[config.mk]
export PLATFORM = sky130hd
export DESIGN_NAME = silife_display_buffer
export DESIGN_NICKNAME = d
export VERILOG_FILES = /design/src/rtl/silife_pkg.sv /design/src/rtl/silife_dispbuf_bank.sv /design/src/rtl/silife_display_buffer.sv
export SDC_FILE = /design/constraint.sdc
export NUM_CORES = 1
export LEC_CHECK = 0
export ABC_AREA = 1
export CAP_MARGIN = 20
export CELL_PAD_IN_SITES_DETAIL_PLACEMENT = 0
export CELL_PAD_IN_SITES_GLOBAL_PLACEMENT = 1
export CORE_ASPECT_RATIO = 2
export CORE_MARGIN = 1
export CORE_UTILIZATION = 48
export CTS_CLUSTER_DIAMETER = 80
export CTS_CLUSTER_SIZE = 12
export DETAILED_ROUTE_END_ITERATION = 7
export PLACE_DENSITY_LB_ADDON = 0.08
export SLEW_MARGIN = 20
export SYNTH_ARGS = -nofsm -noshare
export SYNTH_HDL_FRONTEND = slang
export SYNTH_SLANG_ARGS = --single-unit
[constraint.sdc]
create_clock -name clk -period 4.2 [get_ports clk]
set_input_delay 1.26 -clock clk [delete_from_list [all_inputs] [get_ports clk]]
set_output_delay 1.26 -clock clk [all_outputs]
set_load 0.1 [all_outputs]
[src/rtl/silife_pkg.sv]
// Shared constants and types for the silife display buffer.
package silife_pkg;

   localparam int unsigned SILIFE_COLS  = 32;
   localparam int unsigned SILIFE_ROWS  = 8;
   localparam int unsigned SILIFE_COL_W = $clog2(SILIFE_COLS);

   typedef enum logic [1:0] {
      ST_IDLE      = 2'd0,
      ST_WAIT_IDLE = 2'd1,
      ST_REQUEST   = 2'd2
   } dispbuf_state_e;

endpackage

[src/rtl/silife_dispbuf_bank.sv]
// 32x8 cell bank: one synchronous write port, one combinational read port,
// synchronous clear.
module silife_dispbuf_bank
   import silife_pkg::*;
(
   input  logic                    clk,
   input  logic                    reset,
   input  logic                    wr_en,
   input  logic [SILIFE_COL_W-1:0] wr_col,
   input  logic [SILIFE_ROWS-1:0]  wr_data,
   input  logic [SILIFE_COL_W-1:0] rd_col,
   output logic [SILIFE_ROWS-1:0]  rd_data
);

   logic [SILIFE_ROWS-1:0] mem_q [SILIFE_COLS];
   logic [SILIFE_ROWS-1:0] mem_d [SILIFE_COLS];

   // Next bank contents: the addressed column takes the write data.
   always_comb begin
      mem_d = mem_q;
      if (wr_en) begin
         mem_d[wr_col] = wr_data;
      end
   end

   // Bank storage with synchronous clear.
   always_ff @(posedge clk) begin
      if (reset) begin
         mem_q <= '{default: '0};
      end else begin
         mem_q <= mem_d;
      end
   end

   assign rd_data = mem_q[rd_col];

endmodule

[src/rtl/silife_display_buffer.sv]
// Frame store feeding silife_max7219. Swaps front/back banks only while the
// driver is idle and holds the frame request as a level.
// Define SILIFE_DISPBUF_DOUBLE_EN for double buffering; without it a single
// shared bank is used and tearing is accepted.
module silife_display_buffer
   import silife_pkg::*;
#(
   parameter logic [23:0] REFRESH_CYCLES = 24'd1_000_000
)
(
   input  logic                    clk,
   input  logic                    reset,
   input  logic                    i_wr_en,
   input  logic [SILIFE_COL_W-1:0] i_wr_col,
   input  logic [SILIFE_ROWS-1:0]  i_wr_data,
   input  logic                    i_commit,
   input  logic [SILIFE_COL_W-1:0] i_row_select,
   input  logic                    i_busy,
   output logic [SILIFE_ROWS-1:0]  o_cells,
   output logic                    o_frame,
   output logic                    o_commit_done
);

   localparam logic        REFRESH_EN = (REFRESH_CYCLES != 24'd0);
   localparam logic [23:0] RELOAD     = REFRESH_CYCLES - 24'd1;

   dispbuf_state_e state_q, state_d;
   logic           pending_q, pending_d;
   logic           commit_done_q, commit_done_d;
   logic [23:0]    timer_q, timer_d;

`ifdef SILIFE_DISPBUF_DOUBLE_EN
   logic                   bank_sel_q, bank_sel_d;
   logic [SILIFE_ROWS-1:0] rd0, rd1;

   // bank_sel names the front bank; writes go to the other one.
   silife_dispbuf_bank u_bank0 (
      .clk     (clk),
      .reset   (reset),
      .wr_en   (i_wr_en & bank_sel_q),
      .wr_col  (i_wr_col),
      .wr_data (i_wr_data),
      .rd_col  (i_row_select),
      .rd_data (rd0)
   );

   silife_dispbuf_bank u_bank1 (
      .clk     (clk),
      .reset   (reset),
      .wr_en   (i_wr_en & ~bank_sel_q),
      .wr_col  (i_wr_col),
      .wr_data (i_wr_data),
      .rd_col  (i_row_select),
      .rd_data (rd1)
   );

   assign o_cells = bank_sel_q ? rd1 : rd0;
`else
   silife_dispbuf_bank u_bank0 (
      .clk     (clk),
      .reset   (reset),
      .wr_en   (i_wr_en),
      .wr_col  (i_wr_col),
      .wr_data (i_wr_data),
      .rd_col  (i_row_select),
      .rd_data (o_cells)
   );
`endif

   // Next-state, pending merge, refresh timer and swap decision.
   always_comb begin
      state_d       = state_q;
      pending_d     = pending_q | i_commit;
      commit_done_d = 1'b0;
      timer_d       = timer_q;
`ifdef SILIFE_DISPBUF_DOUBLE_EN
      bank_sel_d    = bank_sel_q;
`endif
      if (REFRESH_EN && timer_q != 24'd0) begin
         timer_d = timer_q - 24'd1;
      end

      unique case (state_q)
         ST_IDLE: begin
            // A same-cycle commit is honoured directly so WAIT_IDLE follows in one cycle.
            if (pending_q || i_commit) begin
               state_d = ST_WAIT_IDLE;
            end else if (REFRESH_EN && timer_q == 24'd0) begin
               state_d = ST_REQUEST;
               timer_d = RELOAD;
            end
         end
         ST_WAIT_IDLE: begin
            if (!i_busy) begin
`ifdef SILIFE_DISPBUF_DOUBLE_EN
               bank_sel_d = ~bank_sel_q;
`endif
               // A commit arriving on the swap cycle stays pending for the next pass.
               pending_d     = i_commit;
               commit_done_d = 1'b1;
               state_d       = ST_REQUEST;
               timer_d       = RELOAD;
            end
         end
         ST_REQUEST: begin
            if (i_busy) begin
               state_d = ST_IDLE;
            end
         end
         default: state_d = ST_IDLE;
      endcase
   end

   // Control registers with synchronous reset.
   always_ff @(posedge clk) begin
      if (reset) begin
         state_q       <= ST_IDLE;
         pending_q     <= 1'b0;
         commit_done_q <= 1'b0;
         timer_q       <= RELOAD;
`ifdef SILIFE_DISPBUF_DOUBLE_EN
         bank_sel_q    <= 1'b0;
`endif
      end else begin
         state_q       <= state_d;
         pending_q     <= pending_d;
         commit_done_q <= commit_done_d;
         timer_q       <= timer_d;
`ifdef SILIFE_DISPBUF_DOUBLE_EN
         bank_sel_q    <= bank_sel_d;
`endif
      end
   end

   assign o_frame       = (state_q == ST_REQUEST);
   assign o_commit_done = commit_done_q;

endmodule
==> metrics, run 1 <==
WL final 43.9 mm; setup violators final 0; Critical Path End Type primary output; vias 13000; initial antenna violation count 0; first-pass GRT wire length 69.0 mm; Area Growth Syn to Fin 12.4%; GP Congestion 0.929; CP cell instances clkdlybuf4s50_1 -> buf_6 -> nand3_1 -> nand2_1 -> nand2_1 -> nand2_1 -> nand2_1 -> nand2_1 -> buf_12; max cap viols 0; Min Clock Period, post-route 4.08 ns; crit path DAT 2.82 ns; Final TNS setup 0 ns; Post-synth EDFFs 0; clock net sink count 284; mapped cell area 13000 um2; TritonRoute pass-1 iters 5; clk slew on worst S/H paths 0.06 ns; Core Footprint 26500 um2; # DRC 0; H-tree Lvls 1; grt ovf 0; critical path type in2out; die width 118 um; DR WL/cell 18.5 um; Final ANT Viol Nets 0; crit-path most repeated cell nand2_1; fraction of the yosys area taken by sequential cells 43.7%; final worst-path cycle share 97.1%; Buf/Inv on CP 3; Post-CTS Setup Bufs 0; Rows 84; crit path max-delay cell type clkdlybuf4s50_1; Worst Hold Class reg2reg; Initial Util 49.1%; Crit Path Max Fanout 24; Fin. Hold Viols 0; Synth Flop Type dfxtp_1; die height 235 um; pwr/cell area 380 nW/um2; setup repair after global routing missed its margin no; Startpoint Class primary input; Hold Buf Count CTS 0; # fillers 2752; number of synthesized register bits 284; Slew headroom 31.8%; Worst Skew 0.00510 ns; Port Buffers 32; P_leak 6.49 nW; Post-synth ARST share 0%; Worst-Margin Slew 1.02 ns; share of cells above drive strength 1 5.93%; Num CTS Buffers 27; root buf cell clkbuf_16; largest net degree at the start of global routing 257; fin util 55.2%; maximum VDD drop 314 uV; global-route usage over all layers 31.6%; Mapped Cells 2012; fmax 245 MHz; Via density 5.47; # diodes 0; Post-DP HPWL 28.6 mm; Syn. warnings 0; CTS max path bufs 3; syn_nets 2037; Required @ worst endpoint 2.94 ns; crit-path max cell delay 0.53 ns; Yosys cell types 27; Syn Area/Cell 6.46 um2; Final #Nets 2049; Pins Over Slew Limit 0; vias in the first global route 12400; status completed; CP top delay family buffers and inverters; CTS tree done; DRT iter0 DRCs 1003; die area 27800 um2; clk_lat worst skew 0.55 ns; # IOs 33
## path summary, 6_finish.rpt
kind	cells past startpoint	to	slack, ns	from
setup reg to reg	8	timer_q[17]	1.96	timer_q[0]
setup / recovery	9	o_cells[2]	0.12	i_row_select[2]
hold / removal	2	pending_q	0.48	pending_q
hold reg to reg	2	pending_q	0.48	pending_q
## synthesized netlist by cell type (2+ instances only)
cell	n	area [um2]
buf_6	2	22.5
nand2_1	417	1570
nand4_1	11	68.8
nand3_1	238	1190
buf_1	5	18.8
buf_2	36	180
nor2_1	600	2250
or2_2	4	25.0
nand3b_1	2	15.0
a21o_1	3	22.5
o21bai_1	2	15.0
a21oi_1	2	10.0
clkbuf_1	64	240
nor2_2	4	25.0
o21ai_0	259	1300
ha_1	2	25.0
inv_1	68	255
dfxtp_1	284	5690
## worst reg2reg max path, stage by stage, from the launching register on
cell	delay, ns
dfxtp_1	0.39
inv_1	0.09
ha_1	0.28
nand2_2	0.15
nor2_1	0.09
nand3_4	0.22
nor2_2	0.05
nor2_1	0.66
nand3_1	0.15
## layer usage
layer,share of wire (%),GRT usage [%]
met1,39,37.0
met2,52,57.6
met3,4.8,2.91
met4,4.4,14.1
met5,0,0
## layout make-up
| type | instances | area (um2) | share of cell area [%] |
|---|---|---|---|
| Sequential cell | 284 | 5690 | 38.9 |
| Inverter | 69 | 263 | 1.80 |
| Clock buffer | 27 | 676 | 4.62 |
| Multi-Input combinational cell | 1551 | 6590 | 45.1 |
| Tap cell | 344 | 430 | 2.95 |
| Clock inverter | 1 | 30.0 | 0.206 |
| Timing Repair Buffer | 91 | 941 | 6.44 |
## placed cells by master (no fill, tap or decap), drive strengths merged
| master | synthesis | routed |
|---|---|---|
| nand4 | 11 | 11 |
| clkdlybuf4s50 | 0 | 14 |
| bufinv | 0 | 1 |
| xnor2 | 1 | 1 |
| clkinv | 0 | 1 |
| nand2 | 418 | 418 |
| or2 | 4 | 4 |
| a21o | 3 | 3 |
| clkbuf | 64 | 27 |
| nand3b | 2 | 2 |
| nor3 | 1 | 1 |
| o21ai | 259 | 259 |
| o21bai | 3 | 3 |
| dfxtp | 284 | 284 |
| o22ai | 1 | 1 |
| nand3 | 239 | 239 |
| ha | 2 | 2 |
| a21oi | 2 | 2 |
| buf | 44 | 77 |
| inv | 69 | 68 |
| nor2 | 605 | 605 |
## flip-flops by register name (all words and copies together), names as in the netlist
| name | cells |
|---|---|
| timer_q | 24 |
| u_bank0.mem_q | 256 |
| o_commit_done | 1 |
| pending_q | 1 |
| state_q | 2 |
## kinds of logic after synthesis
kind of cell	after synthesis	synth area share [%]
buf+inv	177	5.60
xor+xnor	1	0.0674
simple gates	1280	39.9
flops	284	43.7
compound gates	268	10.5
fa+ha+maj	2	0.192
## repair_timing
item	CTS	global route
endpoints found under the setup margin	0	4
resized for setup	0	2
hold endpoints to repair	0	0
## through the flow
stage	setup slack (ns)	total power (W)	area (um2)	cells	hold WS [ns]
3_3_place_gp	0.109	0.00340	13900	2339	0.467
4_1_cts	0.0765	0.00559	14600	2367	0.482
2_1_floorplan	0.209	0.00316	13000	2012	0.446
6_report	0.123	0.00555	14600	2367	0.480
3_5_place_dp	0.0872	0.00340	13900	2339	0.473
5_1_grt	0.0209	0.00572	14600	2367	0.518
## power by group
group	internal [W]	switching, W	leakage, nW
sequential	0.00273	0.0000218	2.29
combinational	0.000162	0.000427	3.85
clock	0.00119	0.00102	0.347
Note: power is estimated with default switching activity, not from simulation.
==> inputs of run 2 (changes only) <==
--- a/config.mk
+++ b/config.mk
@@ -19,4 +19,5 @@
 export SLEW_MARGIN = 20
 export SYNTH_ARGS = -nofsm -noshare
 export SYNTH_HDL_FRONTEND = slang
+export SYNTH_HIERARCHICAL = 1
 export SYNTH_SLANG_ARGS = --single-unit
==> constraint.sdc (replaced) <==
create_clock -name clk -period 5.22 [get_ports clk]
set_input_delay 1.566 -clock clk [delete_from_list [all_inputs] [get_ports clk]]
set_output_delay 1.566 -clock clk [all_outputs]
set_load 0.1 [all_outputs]
==> run 2 against run 1 <==
Clock-buffer cell count unchanged; clock skew rose by 0.0032 ns; first-iteration DRC count fell by 22%; combinational power is 24% lower; synthesized cell count unchanged; die area rose by 0.94%; wire length is 3.5% higher; clock power down 20%; critical path type unchanged; critical endpoint is now o_cells[5]; largest power group unchanged.
==> metrics, run 2 <==
mapped cell area 13100 um2; GP Congestion 0.969; setup repair after global routing missed its margin no; vias 13000; Startpoint Class primary input; die area 28000 um2; setup violators final 0; count leader, synth nand2_1; worst setup path start i_row_select[2]; fraction of the yosys area taken by sequential cells 43.3%; Min Clock Period, post-route 4.92 ns; Hold Buf Count CTS 0; Clk network pwr share 40.1%; status completed; DR WL/cell 19.5 um; Crit Path Max Fanout 32; switch share 26.3%; Synth Flop Type dfxtp_1; worst hold path depth 2; Final TNS setup 0 ns; first-pass GRT wire length 70.6 mm; Post-DP HPWL 29.9 mm; root buf cell clkbuf_16; pre-CTS setup slack 0.308 ns; global-route usage over all layers 32.6%; largest net degree at the start of global routing 137; vias in the first global route 12500; post-synth top area share 43.3%; NetSw 0.00116 W; Top Registers u_bank0/mem_q: 256 flops, timer_q: 24 flops, state_q: 2 flops; Mapped Cells 2012; Synth area leaders dfxtp_1 (43%), nand2_1 (26%), a21oi_1 (10%); clock net sink count 284; Pins Over Slew Limit 0; Core Footprint 26900 um2; P_leak 5.05 nW; Final ANT Viol Nets 0; Syn. warnings 6; Final WS setup 0.302 ns; Slew headroom 31.2%; commonest non-fill, non-tap cell in the layout nand2_1; initial antenna violation count 0; Fin. Hold Viols 0; sequential share of power 49.8%; die width 119 um; H-tree Lvls 1; R2R Setup Slk 3.30 ns; Syn Area/Cell 6.52 um2; share of cells above drive strength 1 6.05%; CTS tree done; Rows 85; critical path type in2out; TritonRoute pass-1 iters 5; Port Buffers 32; FF-to-FF Start timer_q[14]; Post-synth ARST share 0%; fmax 203 MHz; syn_nets 2038; number of synthesized register bits 284; max FFs per register 256; die height 236 um; Num CTS Buffers 27; met2 global-route usage 59.2%; Reg2Reg Depth 6; Final #Nets 2009; pwr/cell area 306 nW/um2; r2r endpoint timer_q[1]; Via density 5.60; Yosys cell types 27; max cap viols 0; Area Growth Syn to Fin 9.87%; top cells by count, synth nand2_1 (924), dfxtp_1 (284), a21oi_1 (261); CTS max path bufs 3; grt ovf 0; crit path DAT 3.35 ns; Top Usage Layer GRT met2; Post-CTS Setup Bufs 0; met3 layer usage reported by global route 3.14%; commonest non-fill, non-tap cells in the layout nand2_1 (924), dfxtp_1 (284), a21oi_1 (261), nand3_1 (234), inv_1 (62); WL final 45.4 mm; Post-synth EDFFs 0; Required @ worst endpoint 3.65 ns; Synth area leader dfxtp_1; crit path to o_cells[5]; Critical Path End Type primary output; routing usage on met1 35.0%; post-cts sizing count 0; # DRC 0; fin util 53.6%; Comb power frac 10.1%; maximum VDD drop 268 uV; Biggest register u_bank0/mem_q; hold path start u_bank0/mem_q[55]; final worst-path cycle share 94.2%; Worst Hold Class reg2reg; DRT iter0 DRCs 781; Worst-Margin Slew 1.03 ns; total power 0.00441 W; Worst Skew 0.00832 ns; clk slew on worst S/H paths 0.06 ns; # diodes 0; # IOs 33; Initial Util 48.8%; Internal 0.00325 W; clk_lat worst skew 0.54 ns
==> run 2: cell count changes in the layout (fill, tap and decap cells not counted), moves of 4 or more <==
cell	change
a21oi_1	+259
buf_4	-39
inv_1	-4
inv_2	+5
nand2_1	+507
nand2_2	+5
nand3_1	-4
nand3_2	+4
nand4_1	-4
nor2_1	-548
nor2_2	+33
o21ai_0	-255
==> run 2: layer usage <==
metal	routed length (um)	vias to the layer above
li1	-	6364
met1	16300	6083
met2	23500	463
met3	2280	136
met4	3340	0
met5	0	-
==> run 2: power by group through the flow <==
stage	clock (W)	combinational (W)	sequential, W
after global routing	0.00188	0.000470	0.00220
after global placement	0	0.000445	0.00225
after detailed placement	0	0.000443	0.00225
after floorplan	0	0.000262	0.00225
final	0.00177	0.000446	0.00220
after CTS	0.00181	0.000444	0.00220
==> run 2: cell families (layout without fill, tap and decap cells) <==
| logic type | count (synthesis) | after routing | share of synthesized area, % |
|---|---|---|---|
| flops | 284 | 284 | 43.3 |
| simple gates | 1278 | 1278 | 40.4 |
| fa+ha+maj | 3 | 3 | 0.286 |
| compound gates | 268 | 268 | 10.4 |
| buf+inv | 175 | 145 | 5.40 |
| xor+xnor | 4 | 4 | 0.267 |
==> run 2: stage by stage <==
stage | hold slack (ns) | cell area [um2] | cells
floorplan | 0.441 | 13100 | 2012
global placement | 0.447 | 13700 | 2302
detailed placement | 0.452 | 13700 | 2302
CTS | 0.462 | 14400 | 2330
global route | 0.472 | 14400 | 2330
finish | 0.459 | 14400 | 2330
==> run 2: worst min path at each step <==
stage | endpoint | slack [ns]
CTS | u_bank0/mem_q[187] | 0.46
detailed placement | u_bank0/mem_q[55] | 0.45
global placement | u_bank0/mem_q[108] | 0.45
global route | u_bank0/mem_q[86] | 0.47
finish | u_bank0/mem_q[55] | 0.46
floorplan | u_bank0/mem_q[104] | 0.44
==> run 2: final cells by class <==
type	count	area (um2)
tap	348	435
multi-input combinational	1553	6730
clock inverter	1	30.0
inverter	69	260
fill	2772	12500
sequential	284	5690
timing repair buffer	48	602
clock buffer	27	676
==> run 2: critical path: stages <==
cell             delay [ns]
clkdlybuf4s50_1        0.49
buf_4                  0.38
nand3_1                0.27
nand2_1                0.14
nand2_1                0.06
nand2_1                0.07
nand2_1                0.04
nand2_1                0.14
buf_12                 0.19
==> inputs of run 3 (changes only) <==
--- a/config.mk
+++ b/config.mk
@@ -11,7 +11,8 @@
 export CELL_PAD_IN_SITES_GLOBAL_PLACEMENT = 1
 export CORE_ASPECT_RATIO = 2
 export CORE_MARGIN = 1
-export CORE_UTILIZATION = 48
+export CORE_UTILIZATION = 50
+export CTS_BUF_LIST = sky130_fd_sc_hd__clkbuf_2
 export CTS_CLUSTER_DIAMETER = 80
 export CTS_CLUSTER_SIZE = 12
 export DETAILED_ROUTE_END_ITERATION = 7
==> run 3 against run 2 <==
Clock skew grew 0.026 ns; register-to-register slack lost 0.07 ns; via count shrank 0.52%; clock-buffer cell count is the same; sequential power is essentially flat; final area shrank 3.6%; first-iteration DRC count grew 29%; core utilization grew 0.36 points; non-clock buffer count grew 4; combinational power shrank 2%; critical endpoint is now o_cells[2]; largest power group unchanged.
==> metrics, run 3 (synthesized netlist as in run 2, its figures left out) <==
status completed; DRT iter0 DRCs 1011; Post-DP HPWL 29.2 mm; # IOs 33; Worst Skew 0.0342 ns; Num CTS Buffers 27; Worst Hold Class reg2reg; Rows 83; vias in the first global route 12400; CTS max path bufs 3; Via density 5.58; Critical Path End Type primary output; Biggest register u_bank0/mem_q; hold_ws 0.475 ns; DP Area 13700 um2; Slew headroom 34.7%; Startpoint Class primary input; Initial Util 51.0%; first-pass GRT wire length 67.7 mm; clock net sink count 284; commonest non-fill, non-tap cells in the layout nand2_1 (924), dfxtp_1 (284), a21oi_1 (261), nand3_1 (234), inv_1 (62); initial antenna violation count 1; Comb power frac 12.4%; # DRC 0; Final #Nets 2013; Final Instance Area 13900 um2; die area 26900 um2; Crit Path Max Fanout 32; Fin. Hold Viols 0; hold path start u_bank0/mem_q[25]; Final TNS setup 0 ns; switch share 29.4%; Min Clock Period, post-route 4.82 ns; Pins Over Slew Limit 0; commonest non-fill, non-tap cell in the layout nand2_1; crit path DAT 3.26 ns; P_leak 4.84 nW; root buf cell clkbuf_2; Top Registers u_bank0/mem_q: 256 flops, timer_q: 24 flops, state_q: 2 flops; Placed Instances 2298; WL final 44.1 mm; FF-to-FF Start timer_q[0]; setup repair after global routing missed its margin no; die width 117 um; clk_lat worst skew 0.94 ns; fmax 207 MHz; die height 231 um; Core Footprint 25800 um2; DR WL/cell 18.9 um; sequential share of power 62.6%; max cap viols 0; share of cells above drive strength 1 6.19%; Worst-Margin Slew 0.979 ns; Post-CTS Setup Bufs 0; CTS tree done; NetSw 0.00103 W; global-route usage over all layers 33.1%; post-cts sizing count 0; critical path type in2out; setup violators final 0; maximum VDD drop 231 uV; Final ANT Viol Nets 0; grt ovf 0; H-tree Lvls 1; GP Congestion 0.898; vias 13000; worst setup path start i_row_select[2]; Required @ worst endpoint 3.65 ns; TritonRoute pass-1 iters 5; max FFs per register 256; clk slew on worst S/H paths 0.17 ns; largest net degree at the start of global routing 122; Clk network pwr share 25.1%; Area Growth Syn to Fin 5.86%; final worst-path cycle share 92.4%; pwr/cell area 254 nW/um2; Port Buffers 32; Internal 0.00249 W; Hold Buf Count CTS 0; Layout Cells excl Fill 2327
==> run 3: cell types whose count changed in the layout (fill, tap and decap cells not counted), sizes merged <==
cell / previous run / this run
buf: 32 / 35
clkdlybuf4s50: 16 / 17
diode: 0 / 1
==> run 3: final timing paths <==
path	end	slack, ns	cells past startpoint
worst max-delay path	o_cells[2]	0.40	9
worst min-delay path	u_bank0/mem_q[25]	0.48	2
worst max register to register	timer_q[1]	3.23	8
worst min register to register	u_bank0/mem_q[25]	0.48	2
==> run 3: power by group through the flow <==
| stage | clock (W) | combinational (W) | sequential (W) |
|---|---|---|---|
| 5_1_grt | 0.000982 | 0.000462 | 0.00221 |
| 6_report | 0.000883 | 0.000436 | 0.00220 |
| 2_1_floorplan | 0 | 0.000262 | 0.00225 |
| 4_1_cts | 0.000919 | 0.000433 | 0.00220 |
| 3_3_place_gp | 0 | 0.000432 | 0.00225 |
| 3_5_place_dp | 0 | 0.000432 | 0.00225 |
==> run 3: area by class of cell <==
cell class,count,area [um2]
clock inverter,1,30.0
clock buffer,27,135
fill,2778,11900
antenna,1,2.50
multi-input combinational,1553,6730
tap,340,425
inverter,69,260
sequential,284,5690
timing repair buffer,52,624
==> run 3: worst max-delay path: stages <==
cell	delay, ns
clkdlybuf4s50_1	0.48
buf_4	0.36
nand3_1	0.21
nand2_1	0.11
nand2_1	0.06
nand2_1	0.07
nand2_1	0.04
nand2_1	0.16
buf_12	0.20
==> run 3: stage by stage <==
step	util [%]	worst slack (ns)	total power (W)
3_3_place_gp	53.3	0.448	0.00268
5_1_grt	53.9	0.365	0.00365
3_5_place_dp	53.3	0.463	0.00268
2_1_floorplan	-	0.614	0.00251
6_report	53.9	0.397	0.00352
4_1_cts	53.9	0.453	0.00356
==> run 3: per-layer routing <==
| metal | GRT usage, % | vias to the layer above | part of all wire, % |
|---|---|---|---|
| met1 | 35.7 | 6001 | 36 |
| li1 | - | 6381 | - |
| met4 | 23.3 | 0 | 7.6 |
| met3 | 3.84 | 162 | 5.2 |
| met5 | 0 | - | 0 |
| met2 | 58.7 | 434 | 51 |
